`src/rtl/cpu_trace_monitor_if.sv`:
```
// Retire-stage tap and trace read port shared by the core side and the trace monitor.
//   master : drives the retire tap (en, pc, next_pc, instr, zero_flag, check_val) and rd_en;
//            receives rd_data / rd_valid.
//   slave  : the monitor; consumes the tap and rd_en, drives rd_data / rd_valid.
// rd_data is packed {pc, instr, zero_flag}.
interface cpu_trace_monitor_if #(
  parameter int unsigned PC_W    = 16,
  parameter int unsigned INSTR_W = 16,
  parameter int unsigned DATA_W  = 16
);
  logic                     en;
  logic [PC_W-1:0]          pc;
  logic [PC_W-1:0]          next_pc;
  logic [INSTR_W-1:0]       instr;
  logic                     zero_flag;
  logic [DATA_W-1:0]        check_val;
  logic                     rd_en;
  logic [PC_W+INSTR_W:0]    rd_data;
  logic                     rd_valid;

  modport master (
    output en, pc, next_pc, instr, zero_flag, check_val, rd_en,
    input  rd_data, rd_valid
  );

  modport slave (
    input  en, pc, next_pc, instr, zero_flag, check_val, rd_en,
    output rd_data, rd_valid
  );
endinterface

```
`src/rtl/cpu_trace_monitor.sv`:
```
// In-design monitor for the cpu retire stage.
// Captures a FIFO trace of {pc, instr, zero_flag}, counts active cycles, detects a halt as
// HALT_CONFIRM consecutive jump-to-self retires and then grades check_val against EXPECT.
// Reports TIMEOUT if no halt is confirmed within TIMEOUT_CYC active cycles.
// Ports:
//   clk, rst (async, active-low), clear (sync restart, overrides everything but rst)
//   bus         : retire tap + first-word-fall-through trace read port (slave modport)
//   trace_count : valid trace entries (0..DEPTH)
//   overflow    : sticky, an entry was lost (overwritten with WRAP=1, dropped with WRAP=0)
//   cycle_count : saturating count of cycles spent in RUN or HALT_PEND
//   state       : RUN=0, HALT_PEND=1, PASS=2, FAIL=3, TIMEOUT=4
//   done, pass  : terminal-state decodes
//   hist_sel, hist_count : opcode histogram read
// Optional feature: define CPU_TRACE_MONITOR_OPCODE_HIST_EN to build 16 per-opcode retire
// counters; otherwise hist_count is tied to 0.
module cpu_trace_monitor #(
  parameter int unsigned       PC_W         = 16,
  parameter int unsigned       INSTR_W      = 16,
  parameter int unsigned       DATA_W       = 16,
  parameter int unsigned       DEPTH        = 8,
  parameter int unsigned       CNT_W        = 16,
  parameter int unsigned       HALT_CONFIRM = 2,
  parameter int unsigned       TIMEOUT_CYC  = 100,
  parameter logic [DATA_W-1:0] EXPECT       = '0,
  parameter bit                WRAP         = 1'b1
) (
  input  logic                     clk,
  input  logic                     rst,
  input  logic                     clear,
  cpu_trace_monitor_if.slave       bus,
  output logic [$clog2(DEPTH):0]   trace_count,
  output logic                     overflow,
  output logic [CNT_W-1:0]         cycle_count,
  output logic [2:0]               state,
  output logic                     done,
  output logic                     pass,
  input  logic [3:0]               hist_sel,
  output logic [CNT_W-1:0]         hist_count
);

  localparam int unsigned PTR_W   = $clog2(DEPTH);
  localparam int unsigned ENTRY_W = PC_W + INSTR_W + 1;
  localparam int unsigned RUN_W   = $clog2(HALT_CONFIRM + 1);

  localparam logic [PTR_W:0]     FullCount   = (PTR_W+1)'(DEPTH);
  localparam logic [RUN_W-1:0]   ConfirmRun  = RUN_W'(HALT_CONFIRM);
  localparam logic [CNT_W-1:0]   TimeoutLast = CNT_W'(TIMEOUT_CYC - 1);

  typedef enum logic [2:0] {
    StRun      = 3'd0,
    StHaltPend = 3'd1,
    StPass     = 3'd2,
    StFail     = 3'd3,
    StTimeout  = 3'd4
  } state_e;

  state_e               state_q;
  logic [PTR_W-1:0]     wr_ptr_q, rd_ptr_q;
  logic [PTR_W:0]       count_q, count_d;
  logic                 overflow_q;
  logic [CNT_W-1:0]     cycle_q;
  logic [RUN_W-1:0]     run_q, run_next;
  logic [ENTRY_W-1:0]   mem_q [DEPTH];

  logic active, push_req, pop, full, discard, do_write, lost, self_loop, confirm, timeout_hit;
  logic [ENTRY_W-1:0] entry;

  assign active    = (state_q == StRun) || (state_q == StHaltPend);
  assign push_req  = bus.en & active;
  assign pop       = bus.rd_en & (count_q != '0);
  assign full      = (count_q == FullCount);
  // Full with no simultaneous pop: WRAP overwrites the oldest slot, otherwise the push is lost.
  assign lost      = push_req & full & ~pop;
  assign discard   = lost & WRAP;
  assign do_write  = push_req & (~full | pop | WRAP);
  assign entry     = {bus.pc, bus.instr, bus.zero_flag};

  assign self_loop   = bus.next_pc == bus.pc;
  assign run_next    = run_q + RUN_W'(1);
  assign confirm     = push_req & self_loop & (run_next == ConfirmRun);
  assign timeout_hit = active & (cycle_q == TimeoutLast);

  always_comb begin
    count_d = count_q;
    if (do_write) count_d = count_d + (PTR_W+1)'(1);
    if (pop || discard) count_d = count_d - (PTR_W+1)'(1);
  end

  always_ff @(posedge clk or negedge rst) begin
    if (!rst) begin
      state_q    <= StRun;
      wr_ptr_q   <= '0;
      rd_ptr_q   <= '0;
      count_q    <= '0;
      overflow_q <= 1'b0;
      cycle_q    <= '0;
      run_q      <= '0;
    end else if (clear) begin
      state_q    <= StRun;
      wr_ptr_q   <= '0;
      rd_ptr_q   <= '0;
      count_q    <= '0;
      overflow_q <= 1'b0;
      cycle_q    <= '0;
      run_q      <= '0;
    end else begin
      if (do_write) wr_ptr_q <= wr_ptr_q + PTR_W'(1);
      if (pop || discard) rd_ptr_q <= rd_ptr_q + PTR_W'(1);
      count_q <= count_d;
      if (lost) overflow_q <= 1'b1;
      if (active && (cycle_q != '1)) cycle_q <= cycle_q + CNT_W'(1);
      if (push_req) run_q <= self_loop ? run_next : '0;
      if (active) begin
        // A confirmed halt takes precedence over a timeout on the same edge.
        if (confirm) begin
          state_q <= (bus.check_val == EXPECT) ? StPass : StFail;
        end else if (timeout_hit) begin
          state_q <= StTimeout;
        end else if (bus.en) begin
          state_q <= self_loop ? StHaltPend : StRun;
        end
      end
    end
  end

  // Trace storage needs no reset: contents are only observed while count_q is non-zero.
  always_ff @(posedge clk) begin
    if (do_write && !clear) mem_q[wr_ptr_q] <= entry;
  end

  assign bus.rd_valid = (count_q != '0);
  assign bus.rd_data  = (count_q != '0) ? mem_q[rd_ptr_q] : '0;
  assign trace_count  = count_q;
  assign overflow     = overflow_q;
  assign cycle_count  = cycle_q;
  assign state        = state_q;
  assign done         = (state_q == StPass) || (state_q == StFail) || (state_q == StTimeout);
  assign pass         = (state_q == StPass);

`ifdef CPU_TRACE_MONITOR_OPCODE_HIST_EN
  logic [CNT_W-1:0] hist_q [16];
  logic [3:0]       opcode;

  assign opcode = bus.instr[INSTR_W-1 -: 4];

  always_ff @(posedge clk or negedge rst) begin
    if (!rst) begin
      for (int i = 0; i < 16; i++) hist_q[i] <= '0;
    end else if (clear) begin
      for (int i = 0; i < 16; i++) hist_q[i] <= '0;
    end else if (push_req && (hist_q[opcode] != '1)) begin
      hist_q[opcode] <= hist_q[opcode] + CNT_W'(1);
    end
  end

  assign hist_count = hist_q[hist_sel];
`else
  logic unused_hist_sel;
  assign unused_hist_sel = ^hist_sel;
  assign hist_count      = '0;
`endif

endmodule

```
`src/flat_wrapper.sv`:
```
// flat-port wrapper written by rule: the top's interface ports become plain ports
module cpu_trace_monitor_flat 
#(
  parameter int unsigned       PC_W         = 16,
  parameter int unsigned       INSTR_W      = 16,
  parameter int unsigned       DATA_W       = 16,
  parameter int unsigned       DEPTH        = 8,
  parameter int unsigned       CNT_W        = 16,
  parameter int unsigned       HALT_CONFIRM = 2,
  parameter int unsigned       TIMEOUT_CYC  = 100,
  parameter logic [DATA_W-1:0] EXPECT       = '0,
  parameter bit                WRAP         = 1'b1
)
  (clk, rst, clear, trace_count, overflow, cycle_count, state, done, pass, hist_sel, hist_count, bus_en, bus_pc, bus_next_pc, bus_instr, bus_zero_flag, bus_check_val, bus_rd_en, bus_rd_data, bus_rd_valid);
  cpu_trace_monitor_if #(.PC_W(PC_W), .INSTR_W(INSTR_W), .DATA_W(DATA_W)) bus_i ();
  input  logic clk;
  input  logic rst;
  input  logic clear;
  output logic [$clog2(DEPTH):0] trace_count;
  output logic overflow;
  output logic [CNT_W-1:0] cycle_count;
  output logic [2:0] state;
  output logic done;
  output logic pass;
  input  logic [3:0] hist_sel;
  output logic [CNT_W-1:0] hist_count;
  input wire logic [$bits(bus_i.en)-1:0] bus_en;
  input wire logic [$bits(bus_i.pc)-1:0] bus_pc;
  input wire logic [$bits(bus_i.next_pc)-1:0] bus_next_pc;
  input wire logic [$bits(bus_i.instr)-1:0] bus_instr;
  input wire logic [$bits(bus_i.zero_flag)-1:0] bus_zero_flag;
  input wire logic [$bits(bus_i.check_val)-1:0] bus_check_val;
  input wire logic [$bits(bus_i.rd_en)-1:0] bus_rd_en;
  output wire logic [$bits(bus_i.rd_data)-1:0] bus_rd_data;
  output wire logic [$bits(bus_i.rd_valid)-1:0] bus_rd_valid;
  assign bus_i.en = bus_en;
  assign bus_i.pc = bus_pc;
  assign bus_i.next_pc = bus_next_pc;
  assign bus_i.instr = bus_instr;
  assign bus_i.zero_flag = bus_zero_flag;
  assign bus_i.check_val = bus_check_val;
  assign bus_i.rd_en = bus_rd_en;
  assign bus_rd_data = bus_i.rd_data;
  assign bus_rd_valid = bus_i.rd_valid;
  cpu_trace_monitor #(.PC_W(PC_W), .INSTR_W(INSTR_W), .DATA_W(DATA_W), .DEPTH(DEPTH), .CNT_W(CNT_W), .HALT_CONFIRM(HALT_CONFIRM), .TIMEOUT_CYC(TIMEOUT_CYC), .EXPECT(EXPECT), .WRAP(WRAP)) u_core (.clk(clk), .rst(rst), .clear(clear), .bus(bus_i), .trace_count(trace_count), .overflow(overflow), .cycle_count(cycle_count), .state(state), .done(done), .pass(pass), .hist_sel(hist_sel), .hist_count(hist_count));
endmodule
```
`config.mk`:
```
export PLATFORM = sky130hd
export DESIGN_NAME = cpu_trace_monitor_flat
export DESIGN_NICKNAME = d
export VERILOG_FILES = /design/src/rtl/cpu_trace_monitor_if.sv /design/src/rtl/cpu_trace_monitor.sv /design/src/flat_wrapper.sv
export SDC_FILE = /design/constraint.sdc
export NUM_CORES = 1
export LEC_CHECK = 0
export BUFFER_PORTS_ARGS = -buffer_cell sky130_fd_sc_hd__buf_2
export CAP_MARGIN = 40
export CORE_ASPECT_RATIO = 2
export CORE_MARGIN = 2
export CORE_UTILIZATION = 55
export CTS_BUF_LIST = sky130_fd_sc_hd__clkbuf_8 sky130_fd_sc_hd__clkbuf_16
export CTS_CLUSTER_SIZE = 24
export DETAILED_ROUTE_END_ITERATION = 10
export GPL_TIMING_DRIVEN = 0
export PLACE_DENSITY_LB_ADDON = 0.1
export SYNTH_ARGS = -nofsm -noshare
export SYNTH_HDL_FRONTEND = slang
export SYNTH_SLANG_ARGS = --single-unit
```
`constraint.sdc`:
```
create_clock -name clk -period 8 [get_ports clk]
set_input_delay 0 -clock clk [delete_from_list [all_inputs] [get_ports clk]]
set_output_delay 0 -clock clk [all_outputs]
set_load 0.02 [all_outputs]
```
======== Word-level counts from Yosys, hierarchy flattened ========
Memories as Yosys holds them, arrays and structs flattened.
Index checks and enable logic that the tools add are counted.
Widths: inputs -> output; s select.
word-level totals
  flip-flop bits (word level) ............. 32
  memory bits (writable) .................. 264
  input port bits ......................... 74
  memories ................................ 1
cells by class
  add/subtract/negate cells ............... 6
  eq/ne operators ......................... 9
  mux-type cells .......................... 24
  bitwise gates (word level) .............. 8
  reduce and logical (&&, ||, !) cells .... 17
memory list
  memory        words  width  rd ports  clocked after Yosys merged registers in  wr ports  line                     source
  u_core.mem_q  8      33     1         0                                        1         cpu_trace_monitor.sv:63  logic [ENTRY_W-1:0] mem_q [DEPTH];
operators by type and width
  kind                   number
  $mux 33                1
  $mux 16                2
  $mux 3                 9
  $add 16x1->16 const B  1
  $eq 16x16->1           1
  $eq 16x7->1 const B    1
  $logic_not 16->1       1
  $ne 16x16->1 const B   1
  $mux 4                 3
  $reduce_bool 2->1      5
  $reduce_bool 4->1      2
  $and 1x1->1            7
  $add 3x1->3 const B    2
  $eq 3x2->1 const B     2
  $mux 1                 6
  $mux 2                 3
  $add 4x1->4 const B    1
  $eq 4x4->1 const B     1
  $logic_or 1x1->1       4
  $sub 4x1->4 const B    1
  $eq 3x1->1 const B     1
  $eq 3x3->1 const B     1
  $logic_not 3->1        1
  $add 2x1->2 const B    1
  other kinds (5)        6

======== Depth between registers and ports, before layout ========
Gate-level depths: netlist of run 1.
  word-level depth ........................ 8
  depth in mapped cells ................... 8
  gate-level depth less buffers ........... 7

======== Least setup slack after synthesis of run 1 ========
No wires, ideal clock.
  path kind ............................... register -> register
  start point ............................. register u_core.state_q[1] (netlist: u_core.state[1])
  end point ............................... memory u_core.mem_q[0][0] in the netlist's numbering (enable)
  arrival time ............................ 3800 ps
  data required time ...................... 7536 ps
  setup slack ............................. 3736 ps
  stages on the path, launching flop included .. 6
  path buffers ............................ 1
  clock period less this slack ............ 4264 ps
  cells stage by stage .................... dfrtp_1 buf_2 nor2_1 nand2_1 or3_1 nor3_1
on the way
  word-level cells in the longest chain between the ends .. 6
RTL lines
  what                                                  line                      source
  start: declaration                                    cpu_trace_monitor.sv:57   state_e state_q;
  start signal: assignment                              cpu_trace_monitor.sv:91   state_q <= StRun;
  start signal: assignment                              cpu_trace_monitor.sv:99   state_q <= StRun;
  start signal: assignment                              cpu_trace_monitor.sv:116  state_q <= (bus.check_val == EXPECT) ? StPass : StFail;
  $eq 3x1->1 / $logic_not 3->1 (equally long branches)  cpu_trace_monitor.sv:68   assign active = (state_q == StRun) || (state_q == StHaltPend);
  $logic_or 1x1->1 *                                    cpu_trace_monitor.sv:68
  $and 1x1->1 *                                         cpu_trace_monitor.sv:69   assign push_req = bus.en & active;
  $logic_and 1x1->1 *                                   cpu_trace_monitor.sv:128  if (do_write && !clear) mem_q[wr_ptr_q] <= entry;
  $mux 1 *                                              cpu_trace_monitor.sv:128
  $mux 1 (not written as such) *                        cpu_trace_monitor.sv:128
  end: declaration                                      cpu_trace_monitor.sv:63
Every way passes the cells marked *; elsewhere a longest branch is shown, timed or not.

======== Worst setup path in the final report of run 1 ========
  start point ............................. register u_core.count_q[0] (netlist: u_core.trace_count[0])
  end point ............................... output port bus_rd_data[13]
on the way
  word-level cells in the longest chain between the ends .. 2
RTL lines
  what                      line                      source
  start: declaration        cpu_trace_monitor.sv:59   logic [PTR_W:0] count_q, count_d;
  start signal: assignment  cpu_trace_monitor.sv:109  count_q <= count_d;
  $reduce_bool 4->1         cpu_trace_monitor.sv:132  assign bus.rd_data = (count_q != '0) ? mem_q[rd_ptr_q] : '0;
  $mux 33                   cpu_trace_monitor.sv:132
  end: declaration          flat_wrapper.sv:34        output wire logic [$bits(bus_i.rd_data)-1:0] bus_rd_data;
Every way passes these cells.

==> flow_summary_export.csv, run 1 <==
group,metric,value,unit
timing,fin_crit_sh,40.9,%
yosys,synth-main-ff-cell,"edfxtp_1",
final_layout,num_antenna_cells,0,
timing,fmax,0.306,GHz
setup_path,critPathSlowestCell,"clkbuf_1",
floorplanning,die-area,0.0235,sq mm
yosys,synth_area_leaders,"edfxtp_1, mux4_2, dfrtp_1, mux2i_1, nor2_1",
floorplanning,ios,150,
worst_hold_path,hp-class,"input pin to async pin",
yosys,synth_warnings,0,
place,gp_congestion,0.797,
status,outcome,"finished clean",
setup_path,start_kind,"flop",
flow_run,maxCapViolCount,0,
setup_path,reg2reg_from,"u_core.state[1]",
setup_path,ff2ff_path_depth,7,
yosys,yosys-top-cells-count,"edfxtp_1, nor2_1, mux4_2",
route,vias,6866,
global_route,grt_max_degree,33,
clock_tree,cts_buffers,26,
final_layout,seqCellArea,0.00873,sq mm
final_layout,multiInputGateArea,0.00332,sq mm
yosys,netlist_area,0.0122,sq mm
floorplanning,num_rows,77,
route,wl_met1,9.89,mm
yosys,synth-edff-count,264,
timing,fin_crit,3270,ps
floorplanning,die_w,109,um
route,drc,0,
timing,slew_viol_final,0,
setup_path,path_class,"flop to primary output",
setup_path,worstPathRequired,8000,ps
floorplanning,start_util,55.5,%
clock_tree,postCtsResizedCells,0,
yosys,synth-seq-area-share,71.5,%
route,drtIter0Drc,384,
global_route,overflow,0,
setup_path,path_depth,8,
route,drt-total-wl,27.3,mm
timing,slew-limit-headroom,43.0,%
setup_path,cp_data_arrival_time,3270,ps
final_layout,drive_gt1_share,32.5,%
clock_tree,clock_sinks,296,
pwr,power.leakage,0.00524,uW
yosys,yosys.area.top_type_share,65.0,%
setup_path,crit_path_cell_trace,"inv_1 -> ha_1 -> nand2b_1 -> nor2_1 -> clkbuf_1 -> clkbuf_1 -> nor2_1 -> buf_2",
yosys,synthCells,670,
global_route,grtUsageTotal,23.9,%
timing,rsz0062_at_grt,"no",
route,firstDrtPassIters,7,
clock_tree,htree_levels,1,
setup_path,worstSetupStartpoint,"u_core.trace_count[0]",
yosys,yosysMostFrequentCell,"edfxtp_1",
timing,setup_violations,0,
route,routed-wl-met2,15.5,mm
clock_tree,hold_buffers,39,
yosys,avgSynthCellArea,18.2,sq um
final_layout,fin_nets,979,
clock_tree,clockBufferDepth,3,
global_route,grt_pass1_wl,41.2,mm
route,routed.top_layer,"met4",
pwr,p_per_area,276,mW/mm^2
setup_path,worst-r2r-setup-slack,4750,ps
yosys,synthArstFlopShare,10.8,%
final_layout,fillCellCount,1505,
yosys,ys_seq_elements,296,
timing,fin_worst_skew,22.1,ps
yosys,synth_top_area_cell,"edfxtp_1",
floorplanning,die_h,215,um
clock_tree,postCtsSetupRepairBufs,0,
clock_tree,cts_root_buffer,"clkbuf_16",
place,dp_hpwl,18.0,mm
global_route,grt_pass1_vias,7340,
timing,final_hold_viol_count,0,
final_layout,design_area,0.0148,sq mm
timing,fin_setup_tns,0,ps
global_route,antenna_found_initial,0,
floorplanning,core,0.0220,sq mm
yosys,synth_cell_types,47,
route,drt-vias-per-instance,5.75,
place,placed_area,0.0136,sq mm
route,dr_wl_met3,1.16,mm
timing,worst_slew_pin_slew,856,ps
pwr,ir_drop,0.000229,V
route,routedWlPerCell,22.9,um
setup_path,path_max_fanout,10,
final_layout,syn_to_final_growth,21.6,%
clock_tree,clkSlewWorstSetupHoldPaths,70,ps
setup_path,slowest_delay,540,ps
clock_tree,cts_tree,"built",
setup_path,critPathTopFamily,"buffers and inverters",
route,ant_nets,0,
setup_path,end_kind,"primary output",
clock_tree,clock_latency,550,ps
setup_path,cp_num_buf_inv,4,
place,port_buffers,129,
-- layer usage --
| metal | track usage (%) | vias to the layer above |
|---|---|---|
| li1 | - | 3073 |
| met1 | 29.0 | 3539 |
| met2 | 43.7 | 206 |
| met3 | 2.37 | 48 |
| met4 | 8.10 | 0 |
| met5 | 0 | - |
-- sequential cells by signal (all words and copies together) (netlist names) --
register            count
u_core.mem_q          264
u_core.cycle_count     16
u_core.trace_count      4
u_core.rd_ptr_q         3
u_core.state            3
u_core.wr_ptr_q         3
u_core.run_q            2
u_core.overflow         1
-- cells by family after synthesis --
| group | share of synthesized area (%) |
|---|---|
| and+or+nand+nor | 6.33 |
| muxes | 15.1 |
| buffers and inverters | 2.19 |
| DFF | 71.5 |
| xor gates and xnor gates | 2.66 |
| adders and majority gates | 0.615 |
| AOI/OAI and AO/OA | 1.58 |
| other | 0.0307 |
-- worst paths after layout --
check                                        end
hold reg to reg                  u_core.run_q[1]
setup reg to reg             u_core.mem_q[0][22]
max in group asynchronous     u_core.rd_ptr_q[1]
hold / removal             u_core.cycle_count[0]
min in group clk              u_core.mem_q[2][8]
setup / recovery                 bus_rd_data[13]
-- per-stage QoR --
| stage | utilization, % | power (uW) | hold WS [ps] | setup slack [ps] | std cells |
|---|---|---|---|---|---|
| final | 67.6 | 4100 | 58.1 | 4730 | 1195 |
| after global routing | 67.6 | 4260 | 146 | 4520 | 1195 |
| after CTS | 67.6 | 4140 | 75.4 | 4610 | 1195 |
| after detailed placement | 61.7 | 2820 | 100 | 4810 | 1108 |
| after global placement | 60.3 | 2800 | 78.5 | 1310 | 1090 |
| after floorplan | - | 2470 | -296 | 3740 | 685 |
-- worst register-to-register path: stages, from the launching register on --
cell and delay, ps:
dfrtp_1 380, buf_2 190, nor2_1 440, nand2_1 270, or3_1 520, nor3_2 640, buf_4 340, buf_6 190
-- layout by cell type (no fill, tap or decap), drive strengths merged, types with 6 or more instances in the layout --
cell | synthesis | routed
nor4 | 12 | 12
nand3 | 9 | 9
o21ai | 6 | 6
conb | 1 | 16
xor2 | 27 | 27
mux2i | 34 | 34
nand2 | 18 | 18
nor2 | 72 | 72
nor3 | 6 | 6
nand4 | 8 | 8
dfrtp | 32 | 32
inv | 6 | 12
edfxtp | 264 | 264
ha | 6 | 6
xnor2 | 10 | 10
dlygate4sd3 | 0 | 39
a21oi | 6 | 6
mux4 | 66 | 66
buf | 33 | 180
clkbuf | 13 | 39
clkinv | 0 | 9
-- where the power goes --
part / switching [uW] / internal, uW
sequential: 23.7 / 1720
clock: 549 / 757
combinational: 632 / 420
-- final cells by class --
type	count	share of cell area, %
Clock buffer	26	4.38
Multi-Input combinational cell	337	22.4
Clock inverter	22	1.64
Buffer	46	1.65
Timing Repair Buffer	186	8.68
Inverter	6	0.152
Tap cell	276	2.33
Sequential cell	296	58.8
Power figures use the tool's default switching activity.
==> run 2, diff against run 1 <==
--- a/config.mk
+++ b/config.mk
@@ -9,7 +9,7 @@
 export CAP_MARGIN = 40
 export CORE_ASPECT_RATIO = 2
 export CORE_MARGIN = 2
-export CORE_UTILIZATION = 55
+export CORE_UTILIZATION = 52
 export CTS_BUF_LIST = sky130_fd_sc_hd__clkbuf_8 sky130_fd_sc_hd__clkbuf_16
 export CTS_CLUSTER_SIZE = 24
 export DETAILED_ROUTE_END_ITERATION = 10
==> constraint.sdc (replaced) <==
create_clock -name clk -period 2.95 [get_ports clk]
set_input_delay 0 -clock clk [delete_from_list [all_inputs] [get_ports clk]]
set_output_delay 0 -clock clk [all_outputs]
set_load 0.02 [all_outputs]
==> flow_summary_export.csv, run 2 (same netlist as run 1, synthesis figures left out) <==
group,metric,value,unit
clock_tree,cts_root_buffer,"clkbuf_16",
place,dp_hpwl,17.9,mm
place,dp_cells,1110,
setup_path,path_max_fanout,10,
timing,worst_slew_pin_slew,835,ps
route,drc,0,
clock_tree,cts_tree,"built",
setup_path,end_kind,"primary output",
final_layout,largest_register_ffs,264,
route,routedWlPerCell,22.5,um
clock_tree,clock_latency,530,ps
global_route,grt_max_degree,33,
setup_path,worstPathRequired,2950,ps
final_layout,instances_no_fill,1201,
route,firstDrtPassIters,4,
floorplanning,ios,150,
setup_path,ff2ff_path_depth,5,
global_route,grt_pass1_wl,41.2,mm
route,drt-vias-per-instance,5.67,
place,placed_area,0.0136,sq mm
setup_path,start_kind,"flop",
status,outcome,"finished clean",
setup_path,critPathSlowestCell,"clkbuf_1",
final_layout,syn_to_final_growth,22.0,%
pwr,p_per_area,727,mW/mm^2
final_layout,largest-register,"u_core.mem_q",
final_layout,final_cell_mix,"edfxtp_1, buf_2, mux4_2",
global_route,overflow,0,
pwr,total_power,10800,uW
final_layout,num_antenna_cells,0,
pwr,power.leakage,0.00525,uW
pwr,ir_drop,0.000643,V
timing,whs,66.4,ps
clock_tree,clock_sinks,296,
setup_path,slowest_delay,510,ps
timing,fmax,0.359,GHz
route,vias,6812,
timing,fin_worst_skew,9.84,ps
clock_tree,htree_levels,1,
timing,setup_violations,0,
setup_path,cp_data_arrival_time,2780,ps
timing,slew_viol_final,0,
floorplanning,die_w,112,um
global_route,antenna_found_initial,0,
place,gp_congestion,0.833,
global_route,grt_pass1_vias,7204,
floorplanning,die_h,221,um
floorplanning,num_rows,79,
worst_hold_path,hp-class,"input pin to async pin",
floorplanning,die-area,0.0248,sq mm
final_layout,fin_nets,981,
floorplanning,core,0.0231,sq mm
timing,rsz0062_at_grt,"no",
final_layout,fillCellCount,1693,
final_layout,design_area,0.0149,sq mm
timing,fin_crit_sh,94.3,%
setup_path,path_class,"flop to primary output",
global_route,grtUsageTotal,22.0,%
route,ant_nets,0,
clock_tree,clockBufferDepth,3,
route,drt-total-wl,27.1,mm
timing,final_hold_viol_count,0,
clock_tree,clkSlewWorstSetupHoldPaths,70,ps
place,port_buffers,129,
final_layout,final_common_cell,"edfxtp_1",
route,drtIter0Drc,413,
setup_path,worst-r2r-setup-slack,200,ps
place,dp_slack,-166,ps
timing,setup_slack,168,ps
clock_tree,cts_buffers,25,
floorplanning,start_util,52.8,%
final_layout,drive_gt1_share,33.4,%
flow_run,maxCapViolCount,0,
timing,slew-limit-headroom,44.4,%
setup_path,crit_path_cell_trace,"clkbuf_1 -> clkbuf_2 -> mux4_2 -> mux2i_1 -> nor2_1 -> buf_2",
timing,fin_crit,2780,ps
run 2: metal layers:
metal	up-vias	part of all wire [%]	GRT usage (%)
met5	-	0	0
met4	0	2.0	6.79
met3	41	4.4	2.71
met2	205	55	41.2
met1	3492	38	26.4
li1	3074	-	-
run 2: final cells by class:
type	instances	area (sq um)	area share (%)
plain buffers	46	264	1.77
clock buffers	25	626	4.20
clock inverters	19	166	1.12
inverters	6	22.5	0.151
multi-input cells	339	3350	22.5
flip-flops and latches	296	8730	58.6
well taps	283	354	2.38
repair buffers	187	1370	9.23
run 2: path summary, 6_finish.rpt:
kind | startpoint | endpoint
max in group asynchronous | rst | u_core.rd_ptr_q[2]
hold reg to reg | u_core.overflow | u_core.overflow
min in group clk | bus_check_val[9] | u_core.state[0]
hold / removal | rst | u_core.state[1]
setup reg to reg | u_core.state[1] | u_core.mem_q[2][1]
setup / recovery | u_core.rd_ptr_q[1] | bus_rd_data[28]
run 2: timing repair:
action                                  4_1_cts  5_1_grt
endpoints found under the hold margin       303        0
buffers inserted                              2        5
hold buffers                                 38        0
pin swaps                                     3        4
endpoints found under the setup margin       82       78
gates resized for setup                       9        6
cloned                                        1        1
run 2: power by group:
part           switching [uW]  internal, uW  leakage (uW)
Combinational            1700          1170       0.00201
Clock                    1430          1800      0.000415
Sequential               66.4          4660       0.00282
Total                    3200          7630       0.00525
run 2: worst max-delay path: cells and delay by family (launching register included):
kind / cells / cell delay [ps]
and+or+nand+nor: 1 / 80
muxes: 2 / 530
buffers and inverters: 3 / 1130
DFF: 1 / 490
run 2: through the flow:
stage	TNS, ps	utilization [%]
2_1_floorplan	-51380	-
3_3_place_gp	-334300	57.4
3_5_place_dp	-4410	58.8
4_1_cts	-1.64	64.1
5_1_grt	0	64.4
6_report	0	64.4
